### src/rtl/square_wave_meas.sv
// Square-wave phase meter: measures high/low phase lengths of an
// asynchronous input in clock cycles and reports each full period.
module square_wave_meas #(
   parameter int N           = 4,
   parameter int SYNC_STAGES = 2
) (
   input  logic         clock,
   input  logic         reset,
   input  logic         insignal,
   output logic [N-1:0] m_out,
   output logic [N-1:0] n_out,
   output logic         valid,
   output logic         locked,
   output logic         overflow,
   output logic         stalled
);

   typedef enum logic [1:0] {
      IDLE,
      MEAS_HIGH,
      MEAS_LOW
   } state_t;

   localparam logic [N-1:0] CNT_MAX = {N{1'b1}};
   localparam logic [N-1:0] CNT_ONE = {{(N-1){1'b0}}, 1'b1};

   state_t                 state_q, state_d;
   logic [SYNC_STAGES-1:0] sync_q, sync_d;
   logic                   s_d_q, s_d_d;
   logic [N-1:0]           cnt_q, cnt_d;
   logic [N-1:0]           hi_len_q, hi_len_d;
   logic                   hi_ovf_q, hi_ovf_d;
   logic [N-1:0]           m_q, m_d;
   logic [N-1:0]           n_q, n_d;
   logic                   ovf_q, ovf_d;
   logic                   valid_q, valid_d;
   logic                   locked_q, locked_d;

   logic         s;
   logic         rise;
   logic         fall;
   logic         cnt_sat;
   logic [N-1:0] cnt_inc;

   assign sync_d  = {sync_q[SYNC_STAGES-2:0], insignal};
   assign s       = sync_q[SYNC_STAGES-1];
   assign s_d_d   = s;
   assign rise    = s & ~s_d_q;
   assign fall    = ~s & s_d_q;
   assign cnt_sat = (cnt_q == CNT_MAX);
   assign cnt_inc = cnt_sat ? cnt_q : cnt_q + CNT_ONE;

   always_ff @(posedge clock or posedge reset) begin
      if (reset) begin
         state_q  <= IDLE;
         sync_q   <= '0;
         s_d_q    <= 1'b0;
         cnt_q    <= '0;
         hi_len_q <= '0;
         hi_ovf_q <= 1'b0;
         m_q      <= '0;
         n_q      <= '0;
         ovf_q    <= 1'b0;
         valid_q  <= 1'b0;
         locked_q <= 1'b0;
      end else begin
         state_q  <= state_d;
         sync_q   <= sync_d;
         s_d_q    <= s_d_d;
         cnt_q    <= cnt_d;
         hi_len_q <= hi_len_d;
         hi_ovf_q <= hi_ovf_d;
         m_q      <= m_d;
         n_q      <= n_d;
         ovf_q    <= ovf_d;
         valid_q  <= valid_d;
         locked_q <= locked_d;
      end
   end

   always_comb begin
      state_d = state_q;
      unique case (state_q)
         IDLE:      if (rise) state_d = MEAS_HIGH;
         MEAS_HIGH: if (fall) state_d = MEAS_LOW;
         MEAS_LOW:  if (rise) state_d = MEAS_HIGH;
         default:   state_d = IDLE;
      endcase
   end

   // The edge cycle itself is cycle 1 of the new phase.
   always_comb begin
      cnt_d    = cnt_q;
      hi_len_d = hi_len_q;
      hi_ovf_d = hi_ovf_q;
      m_d      = m_q;
      n_d      = n_q;
      ovf_d    = ovf_q;
      valid_d  = 1'b0;
      locked_d = locked_q;
      unique case (state_q)
         IDLE: begin
            if (rise) cnt_d = CNT_ONE;
         end
         MEAS_HIGH: begin
            if (fall) begin
               hi_len_d = cnt_q;
               hi_ovf_d = cnt_sat;
               cnt_d    = CNT_ONE;
            end else begin
               cnt_d = cnt_inc;
            end
         end
         MEAS_LOW: begin
            if (rise) begin
               m_d      = hi_len_q;
               n_d      = cnt_q;
               ovf_d    = hi_ovf_q | cnt_sat;
               valid_d  = 1'b1;
               locked_d = 1'b1;
               cnt_d    = CNT_ONE;
            end else begin
               cnt_d = cnt_inc;
            end
         end
         default: cnt_d = '0;
      endcase
   end

   always_comb begin
      m_out    = m_q;
      n_out    = n_q;
      valid    = valid_q;
      locked   = locked_q;
      overflow = ovf_q;
      stalled  = (state_q != IDLE) && cnt_sat;
   end

endmodule
### config.mk
export PLATFORM = sky130hd
export DESIGN_NAME = square_wave_meas
export DESIGN_NICKNAME = d
export VERILOG_FILES = /design/src/rtl/square_wave_meas.sv
export SDC_FILE = /design/constraint.sdc
export NUM_CORES = 1
export LEC_CHECK = 0
export CORE_AREA = 8 8 59 61
export CTS_BUF_LIST = sky130_fd_sc_hd__clkbuf_2 sky130_fd_sc_hd__clkbuf_4 sky130_fd_sc_hd__clkbuf_8
export DETAILED_ROUTE_END_ITERATION = 6
export DIE_AREA = 0 0 67 69
export GPL_ROUTABILITY_DRIVEN = 1
export HOLD_SLACK_MARGIN = 0.08
export PLACE_DENSITY = 0.65
export SLEW_MARGIN = 25
export SYNTH_ARGS = -nofsm -noshare
export SYNTH_HDL_FRONTEND = slang
export SYNTH_SLANG_ARGS = --single-unit
### constraint.sdc
create_clock -name clock -period 1.6 [get_ports clock]
set_input_delay 0.24 -clock clock [delete_from_list [all_inputs] [get_ports clock]]
set_output_delay 0.24 -clock clock [all_outputs]
set_load 0.02 [all_outputs]
After elaboration in Yosys (flattened, before gate mapping)
Cells that the tools add are included.
{"block": "word_totals", "reg_bits": 25, "in_bits": 3, "output_inout_bits": 12, "word_cells": 40}
{"block": "classes", "add_sub_neg": 1, "eq_ne": 6, "mux": 10, "bitwise_logic": 5, "n_reduce_logical": 7}
{"operator": "$mux W4", "count": 4}
{"operator": "$pmux W4 S3", "count": 1}
{"operator": "$reduce_and A2 Y1", "count": 3}
{"operator": "$add A4 B1 Y4 const B", "count": 1}
{"operator": "$eq A4 B4 Y1 const B", "count": 1}
{"operator": "$mux W2", "count": 2}
{"operator": "$ne A2 B2 Y1 const B", "count": 2}
{"operator": "$pmux W2 S2", "count": 1}
{"operator": "$and A1 B1 Y1", "count": 2}
{"operator": "$eq A2 B1 Y1 const B", "count": 1}
{"operator": "$eq A2 B2 Y1 const B", "count": 1}
{"operator": "$logic_not A2 Y1", "count": 1}
{"operator": "$mux W1", "count": 2}
{"operator": "$ne A2 B1 Y1 const B", "count": 1}
{"operator": "$not A1 Y1", "count": 2}
{"operator": "$reduce_bool A2 Y1", "count": 1}
{"operator": "$reduce_or A2 Y1", "count": 1}
{"operator": "$logic_and A1 B1 Y1", "count": 1}
{"operator": "$or A1 B1 Y1", "count": 1}

Depth between registers and ports, before layout
Gate-level depths: netlist (run 1).
{"block": "depth", "word_depth": 4, "mapped_depth": 6, "mapped_depth_nobuf": 5}

Worst setup path before layout (run 1)
No wires, ideal clock.
{"block": "synth_path", "path_type": "flip-flop to flip-flop", "startpoint": "register cnt_q[0]", "endpoint": "register cnt_q[0]", "setup_ns": 0.082, "arrival_time_ns": 1.361, "required_time_ns": 1.518, "path_slack_ns": 0.156, "stages_incl_launch_ff": 7, "n_path_buf": 1, "period_less_slack_ns": 1.444, "path_cell_list": "dfrtp_1 -> ha_1 -> and3_1 -> buf_4 -> nor3b_2 -> a211oi_2 -> o22ai_1"}
{"block": "synth_between", "elab_chain_len": 4, "elab_cells_between_ends": 6, "classes_between": "1 x add/sub; 1 x eq/ne; 4 x mux"}
{"element": "from (decl)", "line": "30", "text": "logic [N-1:0] cnt_q, cnt_d;"}
{"element": "from (signal assigned)", "line": "70", "text": "cnt_q <= cnt_d;"}
{"element": "$add A4 B1 Y4 or $eq A4 B4 Y1 (tied branches)", "line": "51, 50"}
{"element": "$mux W4 *", "line": "51", "text": "assign cnt_inc = cnt_sat ? cnt_q : cnt_q + CNT_ONE;"}
{"element": "$mux W4 (on tied branches)", "line": "115, 106"}
{"element": "$pmux W4 S3 *", "line": "101", "text": "unique case (state_q)"}
Every way passes the cells marked *; elsewhere a longest branch is shown, timed or not.
A chain may end at the register's enable or synchronous reset.

Worst setup path after layout (run 1)
{"block": "layout_path", "startpoint": "register m_q[3], in the netlist m_out[3]", "endpoint": "output m_out[3]"}
{"element": "from (decl)", "line": "33", "text": "logic [N-1:0] m_q, m_d;"}
{"element": "from (signal assigned)", "line": "73", "text": "m_q <= m_d;"}
{"element": "to (decl)", "line": "10", "text": "output logic [N-1:0] m_out,"}
No word-level cell between the ends.

==> results of run 1 <==
[path summary, 6_finish.rpt]
kind	from	endpoint	slack [ps]	cells past startpoint
hold / removal	reset	hi_len_q[2]$_DFFE_PP0P_	250	3
setup reg to reg	cnt_q[0]$_DFFE_PP0P_	cnt_q[0]$_DFFE_PP0P_	180	5
max in group asynchronous	reset	state_q[0]$_DFFE_PP0P_	1110	3
setup / recovery	m_out[3]$_DFFE_PP0P_	m_out[3]	60	1
hold reg to reg	sync_q[0]$_DFF_PP0_	sync_q[1]$_DFF_PP0_	370	0
min in group clock	insignal	sync_q[0]$_DFF_PP0_	350	1
[per-layer routing]
metal | vias up | track usage (%)
met1 | 353 | 11.0
li1 | 342 | -
met2 | 14 | 15.1
met5 | - | 0
met3 | 2 | 4.52
met4 | 0 | 2.09
[sequential cells by signal, indices dropped and copies added, names as in the netlist]
signal and count:
cnt_q 4, hi_len_q 4, hi_ovf_q 1, locked 1, m_out 4, n_out 4, overflow 1, s_d_q 1
state_q 2, sync_q 2, valid 1
[report_power, final]
part | leakage (nW) | switching (W) | internal [W] | total [W]
clock | 0.0184 | 0.000180 | 0.000114 | 0.000294
combinational | 0.350 | 0.000442 | 0.000483 | 0.000924
sequential | 0.322 | 0.000113 | 0.000814 | 0.000927
total | 0.690 | 0.000735 | 0.00141 | 0.00215
[cell type report]
| class | count | share of cell area, % |
|---|---|---|
| Clock buffer | 4 | 2.16 |
| Inverter | 1 | 0.270 |
| Timing Repair Buffer | 24 | 17.1 |
| Sequential cell | 25 | 45.0 |
| Tap cell | 31 | 2.79 |
| Multi-Input combinational cell | 54 | 32.7 |
[metrics by stage]
stage	hold WS [ps]	TNS [ps]
detailed placement	336	-54.6
global route	285	0
global placement	344	-10.4
floorplan	267	0
CTS	253	0
finish	247	0
[logic make-up (layout without fill, tap and decap cells)]
kind of cell	count (synthesis)	after routing
compound gates	18	18
buf+inv	4	29
simple gates	22	22
flops	25	25
fa+ha+maj	1	1
mux	13	13
[Yosys cell counts]
library cell | count | area, µm²
ha_1 | 1 | 12.5
or2_1 | 1 | 6.26
a211oi_1 | 1 | 7.51
dfrtp_1 | 25 | 626
inv_1 | 1 | 3.75
nand2_1 | 3 | 11.3
a211oi_2 | 1 | 12.5
o21ai_0 | 3 | 15.0
mux2_4 | 6 | 90.1
a21oi_1 | 5 | 25.0
o22ai_2 | 1 | 12.5
nand2b_1 | 3 | 18.8
mux2_1 | 7 | 78.8
buf_4 | 2 | 15.0
nor2_2 | 1 | 6.26
o22ai_1 | 3 | 18.8
a22oi_1 | 1 | 7.51
nor2b_1 | 2 | 12.5
buf_6 | 1 | 11.3
o21ai_1 | 2 | 10.0
nor3b_2 | 1 | 12.5
nor2_1 | 4 | 15.0
and3_1 | 1 | 6.26
nand2b_4 | 2 | 27.5
nor2_4 | 1 | 11.3
a41oi_1 | 1 | 8.76
nor3_1 | 1 | 5.00
nand3_1 | 2 | 10.0
==> impl_metrics.json, run 1 <==
{
  "power_density_nw_per_um2": 1540,
  "routed_wl_um": 1980,
  "post_cts_resized": 5,
  "drive_gt1_share_pct": 26.9,
  "met1_length_um": 868,
  "finalHoldViolCount": 0,
  "met2WireLength_um": 976,
  "io_buffers": 14,
  "yosysSeqAreaShare_pct": 57.0,
  "cap_violations": 0,
  "globalplace.congestion": 0.820,
  "die_h_um": 69,
  "core_area_um2": 2620,
  "post-route-drc-count": 0,
  "final_common_cell": "dfrtp_1",
  "final-seq-area_um2": 626,
  "antenna_cells": 0,
  "maxSlewViolCount": 0,
  "synth_mux_area_share_pct": 15.4,
  "fin_util_pct": 53.2,
  "place_area_um2": 1340,
  "worst_pin_slew_ps": 311,
  "crit_required_ps": 1360,
  "cts_hold_buf": 0,
  "path_clk_slew_ps": 130,
  "fin_crit_sh_pct": 96.5,
  "relSlewSlack_pct": 79.3,
  "most-common-layout-cells": "25 x dfrtp_1, 10 x buf_4, 8 x clkdlybuf4s50_1, 7 x mux2_1, 6 x mux2_4",
  "power.total_w": 0.00215,
  "synth_cell_types": 28,
  "first_global_vias": 753,
  "place_inst": 135,
  "synthSimpleGateAreaFrac_pct": 13.0,
  "cp-start-kind": "register",
  "multi_input_area_um2": 454,
  "area_growth_pct": 26.7,
  "hp-class": "primary input to async pin",
  "hpwl_um": 1440,
  "synth_area_um2": 1100,
  "yosysWarnings": 0,
  "dieArea_um2": 4620,
  "setup_violations": 0,
  "grt.overflow.total": 0,
  "p_leak_nw": 0.690,
  "initial_core_util_pct": 42.0,
  "synth_cells": 83,
  "fin_nets": 113,
  "synth_adder_area_share_pct": 1.14,
  "max_freq_mhz": 648,
  "drt-initial-drc-count": 21,
  "routed_via_density": 5.12,
  "ioPinCount": 15,
  "wire_per_inst_um": 14.3,
  "clock_latency_ps": 320,
  "cts_sinks": 25,
  "antenna_found_initial": 0,
  "clk_path_buf_depth": 2,
  "grt_usage_pct": 9.44,
  "post-place-ws_ps": -54.6,
  "worst-path-max-fanout": 2,
  "cts_root_buf": "clkbuf_4",
  "synth_nets": 87,
  "grt_pass1_wl_um": 3480,
  "numCtsBuffers": 3,
  "crit_type": "register to primary output",
  "synth.avg_cell_area_um2": 13.2,
  "synth-xor-area-share_pct": 0,
  "critPathCaptureType": "primary output",
  "crit_slowest_cell": "clkdlybuf4s50_1",
  "worstPathArrival_ps": 1300,
  "cp.buffers_inverters": 1,
  "slowest_delay_ps": 610,
  "final_area_um2": 1390,
  "dr.pass1.iters": 2,
  "num_vias": 711,
  "status": "finished, final reports clean",
  "finalNonFillerCells": 139,
  "grt_start_max_net_pins": 26,
  "synth_seq_cells": 25,
  "synth_compound_area_share_pct": 10.7,
  "post-cts-setup-buffers": 0,
  "nFillCells": 249,
  "worstPathCellList": "clkdlybuf4s50_1",
  "peakVddDrop_mv": 1.11,
  "highest_layer": "met4",
  "cts_max_level": 1,
  "period_needed_ps": 1540,
  "fin_ws_ps": 55.6,
  "tritoncts": "done",
  "rsz0062_at_grt": "no",
  "ant_nets": 0,
  "wl_met3_um": 124,
  "synth_top_family_by_area": "multiplexers",
  "clock_skew_ps": 6.79,
  "die_w_um": 67,
  "crit_family": "buffers and inverters",
  "fp-row-count": 19
}
Note: power is estimated with default switching activity, not from simulation.
==> run 2, diff against run 1 <==
SETUP_SLACK_MARGIN = 0.3   (was not set)
SLEW_MARGIN = not set   (was 25)
==> impl_metrics.json, run 2 (synthesis gave the netlist of run 1 again) <==
{
  "cp-start-kind": "register",
  "io_buffers": 14,
  "cts_root_buf": "clkbuf_4",
  "finalHoldViolCount": 0,
  "antenna_cells": 0,
  "hp-class": "primary input to async pin",
  "fin_tns_setup_ps": 0,
  "relSlewSlack_pct": 78.6,
  "first_global_vias": 818,
  "clk_path_buf_depth": 2,
  "routed_via_density": 5.22,
  "grt_pass1_wl_um": 3760,
  "cap_violations": 0,
  "most-common-layout-cells": "23 x dfrtp_1, 14 x buf_4, 13 x mux2_4, 8 x buf_6, 7 x clkdlybuf4s15_1",
  "wl_met3_um": 106,
  "crit_type": "register to register",
  "routed_wl_um": 2410,
  "fin_nets": 126,
  "fp-row-count": 19,
  "nFillCells": 210,
  "core_area_um2": 2620,
  "met1_length_um": 1050,
  "initial_core_util_pct": 42.0,
  "wire_per_inst_um": 15.8,
  "globalplace.congestion": 0.802,
  "grt_usage_pct": 9.94,
  "area_growth_pct": 47.9,
  "die_w_um": 67,
  "path_clk_slew_ps": 140,
  "cts_hold_buf": 0,
  "max_freq_mhz": 686,
  "numCtsBuffers": 3,
  "final_area_um2": 1620,
  "peakVddDrop_mv": 0.895,
  "highest_layer": "met4",
  "final_common_cell": "dfrtp_1",
  "dieArea_um2": 4620,
  "ant_nets": 0,
  "crit_slowest_cell": "dfrtp_2",
  "post-route-drc-count": 0,
  "worstPathArrival_ps": 1700,
  "fin_crit_sh_pct": 91.0,
  "p_leak_nw": 0.731,
  "num_vias": 793,
  "worstPathCellList": "ha_4 > buf_4 > buf_6 > and3_4 > nor3b_2 > a211oi_2 > o22ai_1",
  "antenna_found_initial": 0,
  "hpwl_um": 1490,
  "dr.pass1.iters": 4,
  "tritoncts": "done",
  "setup_violations": 0,
  "crit_required_ps": 1840,
  "met2WireLength_um": 1220,
  "power_density_nw_per_um2": 1480,
  "status": "finished, final reports clean",
  "die_h_um": 69,
  "slowest_delay_ps": 450,
  "grt.overflow.total": 0,
  "rsz0062_at_grt": "yes",
  "place_area_um2": 1370,
  "worst_pin_slew_ps": 320,
  "grt_start_max_net_pins": 26,
  "clock_skew_ps": 2.62,
  "drt-initial-drc-count": 11,
  "ioPinCount": 15,
  "critPathCaptureType": "register",
  "maxSlewViolCount": 0,
  "drive_gt1_share_pct": 55.4,
  "cts_max_level": 1,
  "clock_latency_ps": 310,
  "period_needed_ps": 1460,
  "cts_sinks": 25,
  "worst-path-max-fanout": 6
}
## run 2: power by group
part / internal [W] / switching (W) / leakage [nW]
logic: 0.000631 / 0.000542 / 0.397
registers: 0.000817 / 0.000128 / 0.320
clock network: 0.0000953 / 0.000195 / 0.0139
## run 2: layer usage
metal	track usage, %	vias to the layer above
li1	-	372
met1	12.2	402
met2	16.6	15
met3	1.94	4
met4	3.26	0
met5	0	-
## run 2: cell type report
cell class	instances	area, µm²	area share [%]
Multi-Input combinational cell	54	566	34.8
Inverter	1	3.75	0.231
Clock inverter	1	7.51	0.463
Tap cell	31	38.8	2.39
Sequential cell	25	628	38.7
Clock buffer	3	22.5	1.39
Timing Repair Buffer	37	357	22.0
## run 2: worst paths after layout
check / startpoint / end / slack, ps / cells after the start
max: cnt_q[0]$_DFFE_PP0P_ / cnt_q[0]$_DFFE_PP0P_ / 140 / 7
min: reset / s_d_q$_DFF_PP0_ / 260 / 3
max reg2reg: cnt_q[0]$_DFFE_PP0P_ / cnt_q[0]$_DFFE_PP0P_ / 140 / 7
min reg2reg: sync_q[0]$_DFF_PP0_ / sync_q[1]$_DFF_PP0_ / 380 / 0
max in group asynchronous: reset / cnt_q[0]$_DFFE_PP0P_ / 1080 / 3
min in group clock: insignal / sync_q[0]$_DFF_PP0_ / 350 / 1
## run 2: timing repair
item                       4_1_cts  5_1_grt
setup endpoints to repair       27       27
pin swaps                        7       10
cloned                           1        0
setup buffers                    7        4
resized for setup               27       35
## run 2: per-stage QoR
step	util, %	total power, W	hold slack [ps]	setup WS [ps]	std cells
6_report	62.1	0.00241	258	143	152
5_1_grt	62.1	0.00255	301	74.3	152
4_1_cts	57.4	0.00223	264	105	148
3_5_place_dp	52.4	0.00189	350	16.5	136
3_3_place_gp	52.4	0.00186	342	44.8	136
2_1_floorplan	-	0.00150	267	278	83
## run 2: critical path: cells and delay by family, from the launching register on
kind / cells / cell delay [ps]
flops: 1 / 450
buf+inv: 2 / 240
fa+ha+maj: 1 / 170
simple gates: 2 / 350
compound gates: 2 / 180
==> patch 1, RTL diff (config.mk and constraints of run 2) <==
Make the reset (`reset`) synchronous in one clocked block. Comments in the files are not updated.
--- a/src/rtl/square_wave_meas.sv
+++ b/src/rtl/square_wave_meas.sv
@@ -50,7 +50,7 @@
    assign cnt_sat = (cnt_q == CNT_MAX);
    assign cnt_inc = cnt_sat ? cnt_q : cnt_q + CNT_ONE;
 
-   always_ff @(posedge clock or posedge reset) begin
+   always_ff @(posedge clock) begin
       if (reset) begin
          state_q  <= IDLE;
          sync_q   <= '0;
Check against the original RTL: differs if reset is asserted again (counterexample within 10 cycles, from zero or initial values and one cycle with reset high); with reset held inactive, the same outputs for 10 cycles.
==> patch 1 against run 2 <==
Routed wire length decreased by 4.2%; sequential cell count unchanged; design area decreased by 18%; non-clock buffer count decreased by 12; synthesized area decreased by 6.8%; setup slack improved by 0.073 ns; first-iteration DRC count increased to 3.4 times the old value.
Power is not compared: it rests on default switching activity, and its combinational part moved more than twofold at a synthesized area within 25%.
==> patch 1: results (changes against run 2) <==
Setup WS pre-CTS: 0.0598 ns (was 0.0165 ns)
DP Wirelength: 1.48 mm (was 1.49 mm)
R2r setup slk: 0.28 ns (was 0.14 ns)
Relative slew slack: 0.819 (was 0.786)
Share of layout cells above drive strength 1: 0.246 (was 0.554)
Detailed-routing wirelength on met1: 1.00 mm (was 1.05 mm)
M3 GR Usage: 0.0178 (was 0.0194)
Sequential share of cell area: 0.379 (was 0.387)
Largest net degree at the start of global routing: 24 (was 26)
Starting DRC count in detailed routing: 37 (was 11)
Layout non-clock buf frac: 0.161 (was 0.220)
Met1 Usage GRT: 0.120 (was 0.122)
Buffers, non-clock: 25 (was 37)
Largest cells by area after synthesis: dfxtp_1 (49%), a21oi_1 (7.8%), nand2_1 (6.2%) (was dfrtp_1 (57%), mux2_4 (8.2%), mux2_1 (7.2%))
Status: complete, no violations (unchanged)
Via count: 874 (was 793)
DR WL met3: 114 um (was 106 um)
Placed Cells: 166 (was 136)
Wire per inst: 13.3 um (was 15.8 um)
Synthesized Nets: 119 (was 87)
Final core occ: 0.509 (was 0.621)
Final WL: 2.31 mm (was 2.41 mm)
R2r worst-path depth: 6 (was 7)
Met2 routed WL: 1.15 mm (was 1.22 mm)
Worst R2R End: cnt_q[1] (was cnt_q[0])
Fin nets: 147 (was 126)
Routability cong.: 0.825 (was 0.802)
Reg2reg start: cnt_q[0] (unchanged)
Multi-input gates: 86 (was 54)
CP Max Fanout: 2 (was 6)
Hold WS: 0.456 ns (was 0.258 ns)
Fraction of area in multi-input gates: 0.403 (was 0.348)
Filler instances: 263 (was 210)
YS warnings: 0 (unchanged)
Hold Path Class: reg2reg (was in2async)
Vias in the first global route: 745 (was 818)
Clock Skew: 0.00795 ns (was 0.00262 ns)
Placement-stage cell area: 1250 um^2 (was 1370 um^2)
Total track usage: 0.0948 (was 0.0994)
Worst EP arrival: 1.14 ns (was 1.70 ns)
Avg Cell Area, Syn: 8.89 um^2 (was 13.2 um^2)
Clock network area share: 0.0226 (was 0.0185)
M2 GR Usage: 0.143 (was 0.166)
Async S/R FF share, synth: 0 (was 1.00)
Sequential area share after synthesis: 0.490 (was 0.570)
Inverters: 2 (was 1)
Synth cell types: 25 (was 28)
Post-synth top cells: dfxtp_1 (25), nand2_1 (17), a21oi_1 (16), nor2_1 (16) (was dfrtp_1 (25), mux2_1 (7), mux2_4 (6), a21oi_1 (5), nor2_1 (4))
First-pass GRT wire length: 3.51 mm (was 3.76 mm)
TritonCTS buffer count: 3 (unchanged)
[patch 1: changes by cell type in the layout (fill, tap and decap cells not counted), moves of 3 or more]
cell             run 2  this run
dfrtp_1             23         0
dfxtp_1              0        22
nand2_1              2        18
mux2_4              13         0
nor2_1               3        15
a21oi_1              4        15
buf_6                8         2
mux2i_1              0         5
buf_4               14        10
nor2b_1              0         4
dfxtp_2              0         3
nand2b_4             5         2
o22ai_1              3         0
[patch 1: timing repair]
item / in CTS / in global routing
gates cloned: 0 / 1
setup endpoints to repair: 14 / 17
gates resized for setup: 18 / 21
setup buffers: 0 / 2
pin swaps: 2 / 8
[patch 1: worst max path at each step]
| stage | startpoint | endpoint | slack (ns) | cells after the start |
|---|---|---|---|---|
| final | cnt_q[0] | stalled | 0.22 | 4 |
| after global routing | cnt_q[0] | stalled | 0.12 | 4 |
| after CTS | cnt_q[0] | stalled | 0.13 | 4 |
| after detailed placement | cnt_q[0] | stalled | 0.06 | 4 |
| after global placement | cnt_q[0] | stalled | 0.08 | 4 |
| after floorplan | cnt_q[0] | cnt_q[1] | 0.31 | 5 |
[patch 1: kinds of logic after synthesis]
| kind of cell | after synthesis | share of synthesized area |
|---|---|---|
| AOI/OAI and AO/OA | 21 | 0.126 |
| adders and majority gates | 1 | 0.0122 |
| muxes | 5 | 0.0490 |
| and+or+nand+nor | 58 | 0.297 |
| buffers and inverters | 5 | 0.0257 |
| DFF | 25 | 0.490 |
[patch 1: power by group]
group	leakage (nW)	total, W	internal [W]	switching [W]
clock	0.0139	0.000286	0.0000954	0.000191
sequential	0.204	0.000636	0.000630	0.00000527
combinational	0.278	0.0000727	0.0000326	0.0000401
[patch 1: critical path, cell delays in order, from the launching register on]
cell and delay [ns]:
dfxtp_2 0.38, ha_4 0.14, nand3_2 0.08, nor2_1 0.09, buf_4 0.14
==> patch 2, RTL diff (settings of run 2) <==
Without the edit above. `SYNC_STAGES`: 2 -> 4.
--- a/src/rtl/square_wave_meas.sv
+++ b/src/rtl/square_wave_meas.sv
@@ -2,7 +2,7 @@
 // asynchronous input in clock cycles and reports each full period.
 module square_wave_meas #(
    parameter int N           = 4,
-   parameter int SYNC_STAGES = 2
+   parameter int SYNC_STAGES = 4
 ) (
    input  logic         clock,
    input  logic         reset,
Formal check against the unedited RTL: not equivalent (Yosys sat finds a counterexample within 10 cycles, from zero or initial values and one cycle with reset high).
==> patch 2 against run 2 <==
Sequential power increased by 7%; combinational power increased by 6%; worst hold slack better by 0.069 ns; design area barely moved; sequential share of layout area rose by 3.0 points; synthesized cell count up 2.4%; clock power increased by 9.0%; via count up 2.4%; total power grew 6.8%; synthesized area rose by 3.6%; setup slack got worse by 0.032 ns; maximum frequency fell by 2.2%; sequential cell count rose by 2; routed wire length rose by 3.8%.
==> patch 2: results (changes against run 2) <==
Syn Inst Count: 85 (was 83)
Post-synth top cells: dfrtp_1 (27), mux2_2 (6), mux2_4 (6), a21oi_1 (5), o21ai_0 (5) (was dfrtp_1 (25), mux2_1 (7), mux2_4 (6), a21oi_1 (5), nor2_1 (4))
IR drop worst, VDD: 1.01 mV (was 0.895 mV)
Hold Path Class: in2reg (was in2async)
Vias in the first global route: 830 (was 818)
Synthesized Nets: 89 (was 87)
Worst EP arrival: 1.25 ns (was 1.70 ns)
Vias per cell: 5.27 (was 5.22)
Wire per inst: 16.2 um (was 15.8 um)
Routability cong.: 0.799 (was 0.802)
Sequential area share after synthesis: 0.594 (was 0.570)
Relative slew slack: 0.754 (was 0.786)
Leak: 0.736 nW (was 0.731 nW)
Worst skew pair latency: 0.33 ns (was 0.31 ns)
CP Max Fanout: 3 (was 6)
Total track usage: 0.106 (was 0.0994)
Via count: 812 (was 793)
Share of layout cells above drive strength 1: 0.593 (was 0.554)
Largest cells by area after synthesis: dfrtp_1 (59%), mux2_4 (7.9%), mux2_2 (5.9%) (was dfrtp_1 (57%), mux2_4 (8.2%), mux2_1 (7.2%))
DP Wirelength: 1.54 mm (was 1.49 mm)
Starting DRC count in detailed routing: 9 (was 11)
Fin nets: 128 (was 126)
TritonCTS buffer count: 3 (unchanged)
Placed Cells: 137 (was 136)
Status: complete, no violations (unchanged)
Clock Skew: 0.00144 ns (was 0.00262 ns)
Synth cell types: 27 (was 28)
Setup WS pre-CTS: -0.000610 ns (was 0.0165 ns)
First-pass GRT wire length: 3.83 mm (was 3.76 mm)
NetSw: 0.000915 W (was 0.000865 W)
-- patch 2: cell families (layout without fill, tap and decap cells) --
family,Yosys count,count (layout),share of synthesized area
compound gates,18,18,0.0990
fa+ha+maj,1,1,0.0110
buf+inv,4,42,0.0264
flops,27,27,0.594
mux,13,13,0.149
simple gates,22,22,0.121
-- patch 2: critical path: stages (launching register included) --
cell     delay [ns]
dfrtp_1        0.42
ha_4           0.17
nand3_4        0.10
nor2_4         0.11
buf_6          0.12
-- patch 2: path summary, 6_finish.rpt --
| kind | startpoint | endpoint | slack, ns | depth (start not counted) |
|---|---|---|---|---|
| min reg2reg | sync_q[2] | sync_q[3] | 0.37 | 0 |
| min | insignal | sync_q[0] | 0.33 | 1 |
| max | cnt_q[1] | stalled | 0.11 | 4 |
| min in group asynchronous | reset | m_out[1] | 0.59 | 3 |
| max reg2reg | cnt_q[0] | cnt_q[0] | 0.11 | 7 |
| max in group asynchronous | reset | cnt_q[0] | 0.50 | 4 |
-- patch 2: metal layers --
metal,vias to the layer above,track usage,part of all wire
met5,-,0,0
met2,17,0.169,0.50
met4,0,0.0558,0.030
met3,8,0.0307,0.038
li1,377,-,-
met1,410,0.123,0.43
-- patch 2: stage by stage --
stage,total power [W],cell area [um^2],setup TNS (ns)
3_5_place_dp,0.00197,1400,-0.000610
2_1_floorplan,0.00158,1180,0
6_report,0.00257,1620,0
4_1_cts,0.00242,1560,0
3_3_place_gp,0.00194,1400,0
5_1_grt,0.00271,1620,0
-- patch 2: final cells by class --
| cell class | count | area (um^2) |
|---|---|---|
| Multi-Input combinational cell | 54 | 567 |
| Tap cell | 31 | 38.8 |
| Timing Repair Buffer | 37 | 305 |
| Fill cell | 210 | 993 |
| Clock buffer | 4 | 30.0 |
| Sequential cell | 27 | 677 |
| Inverter | 1 | 3.75 |
-- patch 2: timing repair --
action | in CTS | in global routing
hold buffers | 1 | 0
pin swaps | 6 | 10
setup endpoints to repair | 27 | 29
buffers inserted | 10 | 2
hold endpoints to repair | 2 | 0
resized for setup | 38 | 34
-- patch 2: power by group through the flow --
stage                     logic (W)  clock network (W)  registers [W]
after floorplan            0.000434                  0        0.00114
after global placement     0.000938                  0        0.00100
after detailed placement   0.000954                  0        0.00101
after CTS                   0.00109           0.000329       0.000999
after global routing        0.00132           0.000351        0.00103
final                       0.00124           0.000316        0.00101
